## config.mk

```make
export PLATFORM = sky130hd
export DESIGN_NAME = eaglesong_msg_loader
export DESIGN_NICKNAME = d
export VERILOG_FILES = /design/src/rtl/eaglesong_msg_loader.sv
export SDC_FILE = /design/constraint.sdc
export NUM_CORES = 1
export LEC_CHECK = 0
export ABC_AREA = 1
export ABC_CLOCK_PERIOD_IN_PS = 13500
export CAP_MARGIN = 20
export CORE_MARGIN = 8
export CORE_UTILIZATION = 50
export DETAILED_ROUTE_END_ITERATION = 7
export GPL_TIMING_DRIVEN = 0
export PLACE_DENSITY = 0.8
export SYNTH_ARGS = -nofsm -noshare
export SYNTH_HDL_FRONTEND = slang
export SYNTH_SLANG_ARGS = --single-unit
```

## constraint.sdc

```tcl
create_clock -name clk -period 13.5 [get_ports clk]
set_clock_uncertainty 0.1 [all_clocks]
set_input_delay 2.7 -clock clk [delete_from_list [all_inputs] [get_ports clk]]
set_output_delay 2.7 -clock clk [all_outputs]
set_load 0.01 [all_outputs]
```

## src/rtl/eaglesong_msg_loader.sv

```systemverilog
// Byte-stream front end for the Eaglesong absorb stage: packs 1..MAX_BYTES bytes little-endian.
// Define EAGLESONG_LOADER_TRUNCATE_EN to deliver oversize messages truncated instead of dropping them.
module eaglesong_msg_loader #(
    parameter int unsigned MAX_BYTES = 32
) (
    input  logic         clk,
    input  logic         rst,
    input  logic         in_valid,
    output logic         in_ready,
    input  logic [7:0]   in_data,
    input  logic         in_last,
    output logic         out_valid,
    input  logic         out_ready,
    output logic [255:0] input_val,
    output logic [6:0]   input_length_bytes,
    output logic [7:0]   absorb_round_num,
    output logic         len_err,
    output logic [15:0]  msg_count
);

    localparam logic [5:0] LastIdx = 6'(MAX_BYTES - 1);
    localparam logic [6:0] MaxLen  = 7'(MAX_BYTES);

    typedef enum logic [1:0] {StCollect, StDrain, StHold} state_e;

    state_e         state_q, state_d;
    logic [5:0]     cnt_q, cnt_d;
    logic [255:0]   buf_q, buf_d;
    logic [6:0]     len_q, len_d;
    logic           len_err_q, len_err_d;
    logic [15:0]    count_q, count_d;
    logic           accept;

    assign accept = in_valid && (state_q != StHold);

    always_comb begin
        state_d   = state_q;
        cnt_d     = cnt_q;
        buf_d     = buf_q;
        len_d     = len_q;
        len_err_d = 1'b0;
        count_d   = count_q;
        unique case (state_q)
            StCollect: begin
                if (accept) begin
                    buf_d[{cnt_q[4:0], 3'b000} +: 8] = in_data;
                    cnt_d = cnt_q + 6'd1;
                    if (in_last) begin
                        len_d   = {1'b0, cnt_q} + 7'd1;
                        state_d = StHold;
                    end else if (cnt_q == LastIdx) begin
                        state_d = StDrain;
                    end
                end
            end
            StDrain: begin
                // Bytes past the buffer are discarded until the message terminates.
                if (accept && in_last) begin
                    len_err_d = 1'b1;
`ifdef EAGLESONG_LOADER_TRUNCATE_EN
                    len_d     = MaxLen;
                    state_d   = StHold;
`else
                    buf_d     = '0;
                    cnt_d     = '0;
                    state_d   = StCollect;
`endif
                end
            end
            StHold: begin
                if (out_ready) begin
                    count_d = count_q + 16'd1;
                    buf_d   = '0;
                    cnt_d   = '0;
                    len_d   = '0;
                    state_d = StCollect;
                end
            end
            default: state_d = StCollect;
        endcase
    end

    always_ff @(posedge clk or posedge rst) begin
        if (rst) begin
            state_q   <= StCollect;
            cnt_q     <= '0;
            buf_q     <= '0;
            len_q     <= '0;
            len_err_q <= 1'b0;
            count_q   <= '0;
        end else begin
            state_q   <= state_d;
            cnt_q     <= cnt_d;
            buf_q     <= buf_d;
            len_q     <= len_d;
            len_err_q <= len_err_d;
            count_q   <= count_d;
        end
    end

    assign in_ready           = ~rst & (state_q != StHold);
    assign out_valid          = (state_q == StHold);
    assign input_val          = buf_q;
    assign input_length_bytes = len_q;
    assign absorb_round_num   = 8'd0;
    assign len_err            = len_err_q;
    assign msg_count          = count_q;

endmodule

```

==> results_dict.tcl, run 1 <==
set metrics [dict create \
    port_buffers 294 \
    start_kind "input port" \
    hold_violations 0 \
    internal_power_mw 1.80 \
    cp_max_fo 2 \
    fin_util_pct 67.6 \
    powerDensity_mw_per_mm2 183 \
    via_per_inst 5.31 \
    maxSlewHeadroom_pct 44.5 \
    start_util_pct 50.4 \
    cp_common_cell "clkdlybuf4s50_1" \
    setup_viol 0 \
    path_cells "clkdlybuf4s50_1 > nor2_1 > clkdlybuf4s50_1" \
    ctsResizeCount 0 \
    status "complete, no violations" \
    grt_max_degree 117 \
    die-area_sq_mm 0.0314 \
    netlist_area_sq_mm 0.0130 \
    grt_overflow 0 \
    crit_buf_inv 2 \
    wirelength_um 43200 \
    cp_slowest_cell "clkdlybuf4s50_1" \
    cpPeakStageDelay_ns 0.54 \
    clockBufferDepth 3 \
    timing.fmax_mhz 150 \
    end_kind "output pin" \
    period_needed_ns 6.68 \
    power_switching_mw 1.38 \
    required_ns 10.70 \
    power_leakage_nw 9.15 \
    diodes 0 \
    clk_pin_slew_ns 0.06 \
    pin_count 303 \
    postRouteAntennaNets 0 \
    postCtsSetupRepairBufs 0 \
    grt_pass1_vias 12353 \
    clk_latency_ns 0.56 \
    criticalPathCategory "in -> out" \
    worstMarginPinSlew_ns 0.833 \
    grt_usage_pct 27.2 \
    drt-pass1-iter-count 5 \
    vias 12081 \
    swShare_pct 43.3 \
    rows 59 \
    place_ws_ns 6.81 \
    drt-initial-drc-count 1206 \
    drive_above_1_share_pct 9.63 \
    power_frac_seq_pct 31.7 \
    holdCritPathClass "reg -> reg" \
    antenna_found_initial 0 \
    wl_per_cell_um 19.0 \
    wl_met3_um 4370 \
    cts-root-buf "clkbuf_16" \
    synth.avg_cell_area_sq_um 8.19 \
    hpwl_um 31600 \
    cts_sinks 288 \
    wl_met1_um 17100 \
    h-tree-depth 1 \
    cap_viol_max_count 0 \
    rsz0062_at_grt "no" \
    cts_buffers 30 \
    report.final.slew_viol_count 0 \
    ys_seq_elements 288 \
    final_area_sq_mm 0.0174 \
    dr.max_layer_used "met4" \
    synthArstFlopShare_pct 100 \
    routed-wl-met2_um 19900 \
    min_period_over_period_pct 49.5 \
    final_nets 1941 \
    area_growth_pct 34.2 \
    arrival_ns 3.88 \
    chipHeight_um 177 \
    dpl_cell_area_sq_mm 0.0164 \
    synthFlopType "dfrtp_1" \
    synth_cells 1584 \
    ys_warn_count 0 \
    synth-seq-area-share_pct 55.5 \
    grt_pass1_wl_um 67400 \
    critPathTopFamily "buffers and inverters" \
    cts_tree "built" \
    pwr-share-comb_pct 42.5 \
    ir_worst_vdd_mv 0.136 \
    yosys.cell_types.count 31 \
    synth-edff-count 0 \
    gp_congestion 0.951 \
    worst_slack_ns 6.82 \
    drc_errors 0 \
    ctsHoldBuffers 0 \
    core-area_sq_mm 0.0258 \
    fp.dieW_um 177 \
    p_clk_share_pct 25.7 \
]
layout make-up:
type / count / area, sq um
Buffer: 47 / 304
Clock buffer: 42 / 887
Clock inverter: 13 / 96.3
Fill cell: 2059 / 8350
Inverter: 82 / 315
Multi-Input combinational cell: 1174 / 5190
Sequential cell: 288 / 7210
Tap cell: 335 / 419
Timing Repair Buffer: 296 / 3000
state kept, by name, indices dropped and copies added, names as in the netlist:
signal              cells
msg_count              16
state_q                 2
input_length_bytes      7
cnt_q                   6
input_val             256
len_err                 1
final timing paths:
path,start,slack [ns],cells after the start,end
setup / recovery,rst,6.82,3,in_ready
hold / removal,input_val[99]$_DFFE_PP0P_,0.37,2,input_val[99]$_DFFE_PP0P_
setup reg to reg,cnt_q[0]$_DFFE_PP0P_,10.75,13,input_val[209]$_DFFE_PP0P_
hold reg to reg,input_val[99]$_DFFE_PP0P_,0.37,2,input_val[99]$_DFFE_PP0P_
max in group asynchronous,rst,9.76,3,input_val[14]$_DFFE_PP0P_
min in group asynchronous,rst,2.59,2,input_val[147]$_DFFE_PP0P_
tightest hold or removal path: stages, from the launching register on:
cell and delay [ns]:
dfrtp_1 0.34, nand2_1 0.05, nand2_1 0.05
synth_stat cells, types with 6 or more instances:
master   instances  area [sq um]
buf_2           18          90.1
buf_4           16           120
buf_6            6          67.6
dfrtp_1        288          7210
ha_1             9           113
inv_1           66           248
inv_2           16          60.1
nand2_1        814          3060
nand2_2         29           181
nand3_1        103           515
nand4_1         12          75.1
nor2_1          90           338
nor2_2           9          56.3
nor2_4          27           304
nor3_1          19          95.1
o21ai_0         16          80.1
xnor2_1          6          52.6
xor2_1          11          96.3
routing by layer:
layer  vias to the layer above  track usage, %
li1                       5548               -
met1                      5793            34.1
met2                       617            44.2
met3                       123            6.70
met4                         0            11.5
met5                         -               0
cell usage in the layout, fill, tap and decap left out, types with 9 or more instances in the layout:
cell,Yosys,final
o21ai_0,16,16
nand4_1,12,12
nor3_1,19,19
nor2_1,90,90
nor2_4,27,27
buf_4,16,16
ha_1,9,9
nand2_2,29,29
clkinv_2,0,10
buf_2,18,18
nor2_2,9,9
clkdlybuf4s50_1,0,294
dfrtp_1,288,288
nand3_1,103,103
nand2_1,814,814
clkbuf_16,0,31
inv_1,66,65
xor2_1,11,11
inv_2,16,16
cell families (layout without fill, tap and decap cells):
logic type / Yosys count / after routing / share of synthesized area [%]
adders and majority gates: 9 / 9 / 0.868
other: 1 / 8 / 0.0289
buffers and inverters: 129 / 480 / 4.71
AOI/OAI and AO/OA: 28 / 28 / 1.42
muxes: 1 / 1 / 0.0868
and+or+nand+nor: 1111 / 1111 / 36.2
xor gates and xnor gates: 17 / 17 / 1.15
DFF: 288 / 288 / 55.5
power groups by stage:
stage	Clock (mW)	Combinational [mW]	Sequential, mW
after detailed placement	0	1.33	1.02
after CTS	0.829	1.34	1.01
after global placement	0	1.31	1.02
after global routing	0.862	1.45	1.02
final	0.819	1.35	1.01
after floorplan	0	0.780	1.05
per-stage QoR:
step | setup TNS [ns] | hold WS (ns) | total power, mW | instances
2_1_floorplan | 0 | 0.396 | 1.83 | 1591
3_3_place_gp | -175.92 | 0.354 | 2.33 | 2220
3_5_place_dp | 0 | 0.358 | 2.35 | 2222
4_1_cts | 0 | 0.373 | 3.18 | 2277
5_1_grt | 0 | 0.393 | 3.33 | 2277
6_report | 0 | 0.371 | 3.18 | 2277
Power figures use the tool's default switching activity.
==> run 2, diff against run 1 <==
- ABC_CLOCK_PERIOD_IN_PS: 13500 -> 6550
- clock period: 13.5 -> 6.55 ns (I/O delays scaled with it)
==> run 2 against run 1 <==
- via count down 0.63%
- critical path depth is the same
- hold slack lost 0.0010 ns
- combinational power is 110% higher
- design area is 0.20% higher
- core utilization is 0.14 points higher
- clock-buffer cell count is 1 higher
- largest cell class unchanged
- highest routed layer unchanged
==> results_dict.tcl, run 2 (synthesized netlist as in run 1, its figures left out) <==
set metrics [dict create \
    status "complete, no violations" \
    cp-startpoint "rst" \
    required_ns 5.14 \
    rsz0062_at_grt "no" \
    ctsHoldBuffers 0 \
    cp_max_fo 2 \
    die-area_sq_mm 0.0314 \
    final_nets 1946 \
    cts-root-buf "clkbuf_16" \
    holdWs_ns 0.370 \
    grt_pass1_vias 11905 \
    start_util_pct 50.4 \
    cts_sinks 288 \
    worst_slack_ns 2.74 \
    largest_reg_flops 256 \
    grt_max_degree 43 \
    min_period_over_period_pct 58.2 \
    clk_latency_ns 0.55 \
    core-area_sq_mm 0.0258 \
    h-tree-depth 1 \
    holdCritPathClass "reg -> reg" \
    drt-pass1-iter-count 7 \
    drive_above_1_share_pct 9.57 \
    grt_pass1_wl_um 65900 \
    postRouteAntennaNets 0 \
    ctsResizeCount 0 \
    area_growth_pct 34.4 \
    grt_usage_pct 26.5 \
    fillers 2069 \
    fp.dieW_um 177 \
    worstMarginPinSlew_ns 0.844 \
    gp_congestion 0.950 \
    clockBufferDepth 3 \
    chipHeight_um 177 \
    mostFrequentLayoutCells "nand2_1 (814), clkdlybuf4s50_1 (294), dfrtp_1 (288), nand3_1 (103), nor2_1 (90)" \
    cts_tree "built" \
    drt-initial-drc-count 1221 \
    arrival_ns 2.40 \
    setup_viol 0 \
    end_kind "output pin" \
    pin_count 303 \
    antenna_found_initial 0 \
    cap_viol_max_count 0 \
    cts_buffers 29 \
    diodes 0 \
    drc_errors 0 \
    start_kind "input port" \
    ir_worst_vdd_mv 0.251 \
    hpwl_um 32000 \
    port_buffers 294 \
    wl_per_cell_um 18.7 \
    place_ws_ns 2.73 \
    via_per_inst 5.27 \
    powerDensity_mw_per_mm2 372 \
    report.final.slew_viol_count 0 \
    hold_violations 0 \
    timing.rr.start "cnt_q[0]$_DFFE_PP0P_" \
    wirelength_um 42500 \
    criticalPathCategory "in -> out" \
    worstHoldStart "msg_count[15]$_DFFE_PP0P_" \
    timing.fmax_mhz 262 \
    vias 12005 \
    final_common_cell "nand2_1" \
    period_needed_ns 3.81 \
    rows 59 \
    maxSlewHeadroom_pct 43.8 \
    postCtsSetupRepairBufs 0 \
    clk_pin_slew_ns 0.06 \
    grt_overflow 0 \
    power_leakage_nw 9.16 \
]
-- run 2: final cells by class --
| cell class | instances | area (sq um) | area share, % |
|---|---|---|---|
| buffer | 47 | 304 | 1.74 |
| clock buffer | 43 | 848 | 4.86 |
| clock inverter | 8 | 68.8 | 0.394 |
| inverter | 82 | 312 | 1.79 |
| multi-input combinational | 1174 | 5190 | 29.7 |
| sequential | 288 | 7210 | 41.3 |
| tap | 335 | 419 | 2.40 |
| timing repair buffer | 302 | 3100 | 17.8 |
-- run 2: path summary, 6_finish.rpt --
kind                                              end  slack (ns)  cells after the start
min in group asynchronous   input_val[18]$_DFFE_PP0P_        1.06                      2
max                                          in_ready        2.74                      3
min                         msg_count[15]$_DFFE_PP0P_        0.37                      1
min reg2reg                 msg_count[15]$_DFFE_PP0P_        0.37                      1
max in group asynchronous  input_val[237]$_DFFE_PP0P_        3.98                      6
max reg2reg                input_val[177]$_DFFE_PP0P_        3.74                     13
-- run 2: critical path, stage by stage --
cell	delay (ns)
clkdlybuf4s50_1	0.45
nor2_1	0.10
clkdlybuf4s50_1	0.54
-- run 2: through the flow --
step           utilization, %  setup TNS [ns]  area [sq um]  cells  power [mW]
2_1_floorplan               -               0         13000   1591        3.77
3_3_place_gp             63.5         -184.01         16400   2220        4.79
3_5_place_dp             64.2               0         16500   2228        4.85
4_1_cts                  67.7               0         17400   2279        6.47
5_1_grt                  67.7               0         17400   2279        6.81
6_report                 67.7               0         17400   2279        6.49
-- run 2: per-layer routing --
| layer | global-route usage, % | up-vias | share of wire (%) | wire length (um) |
|---|---|---|---|---|
| met3 | 7.08 | 116 | 10 | 4310 |
| met1 | 33.9 | 5732 | 40 | 17000 |
| met4 | 10.0 | 0 | 4.0 | 1680 |
| met5 | 0 | - | 0 | 0 |
| met2 | 42.6 | 593 | 46 | 19500 |
| li1 | - | 5564 | - | - |
-- run 2: power by group --
group          internal, mW  leakage [nW]  switching (mW)
Combinational         0.792          4.69            2.01
Clock                 0.929         0.458           0.687
Sequential             1.95          4.00           0.122
Total                  3.67          9.16            2.82
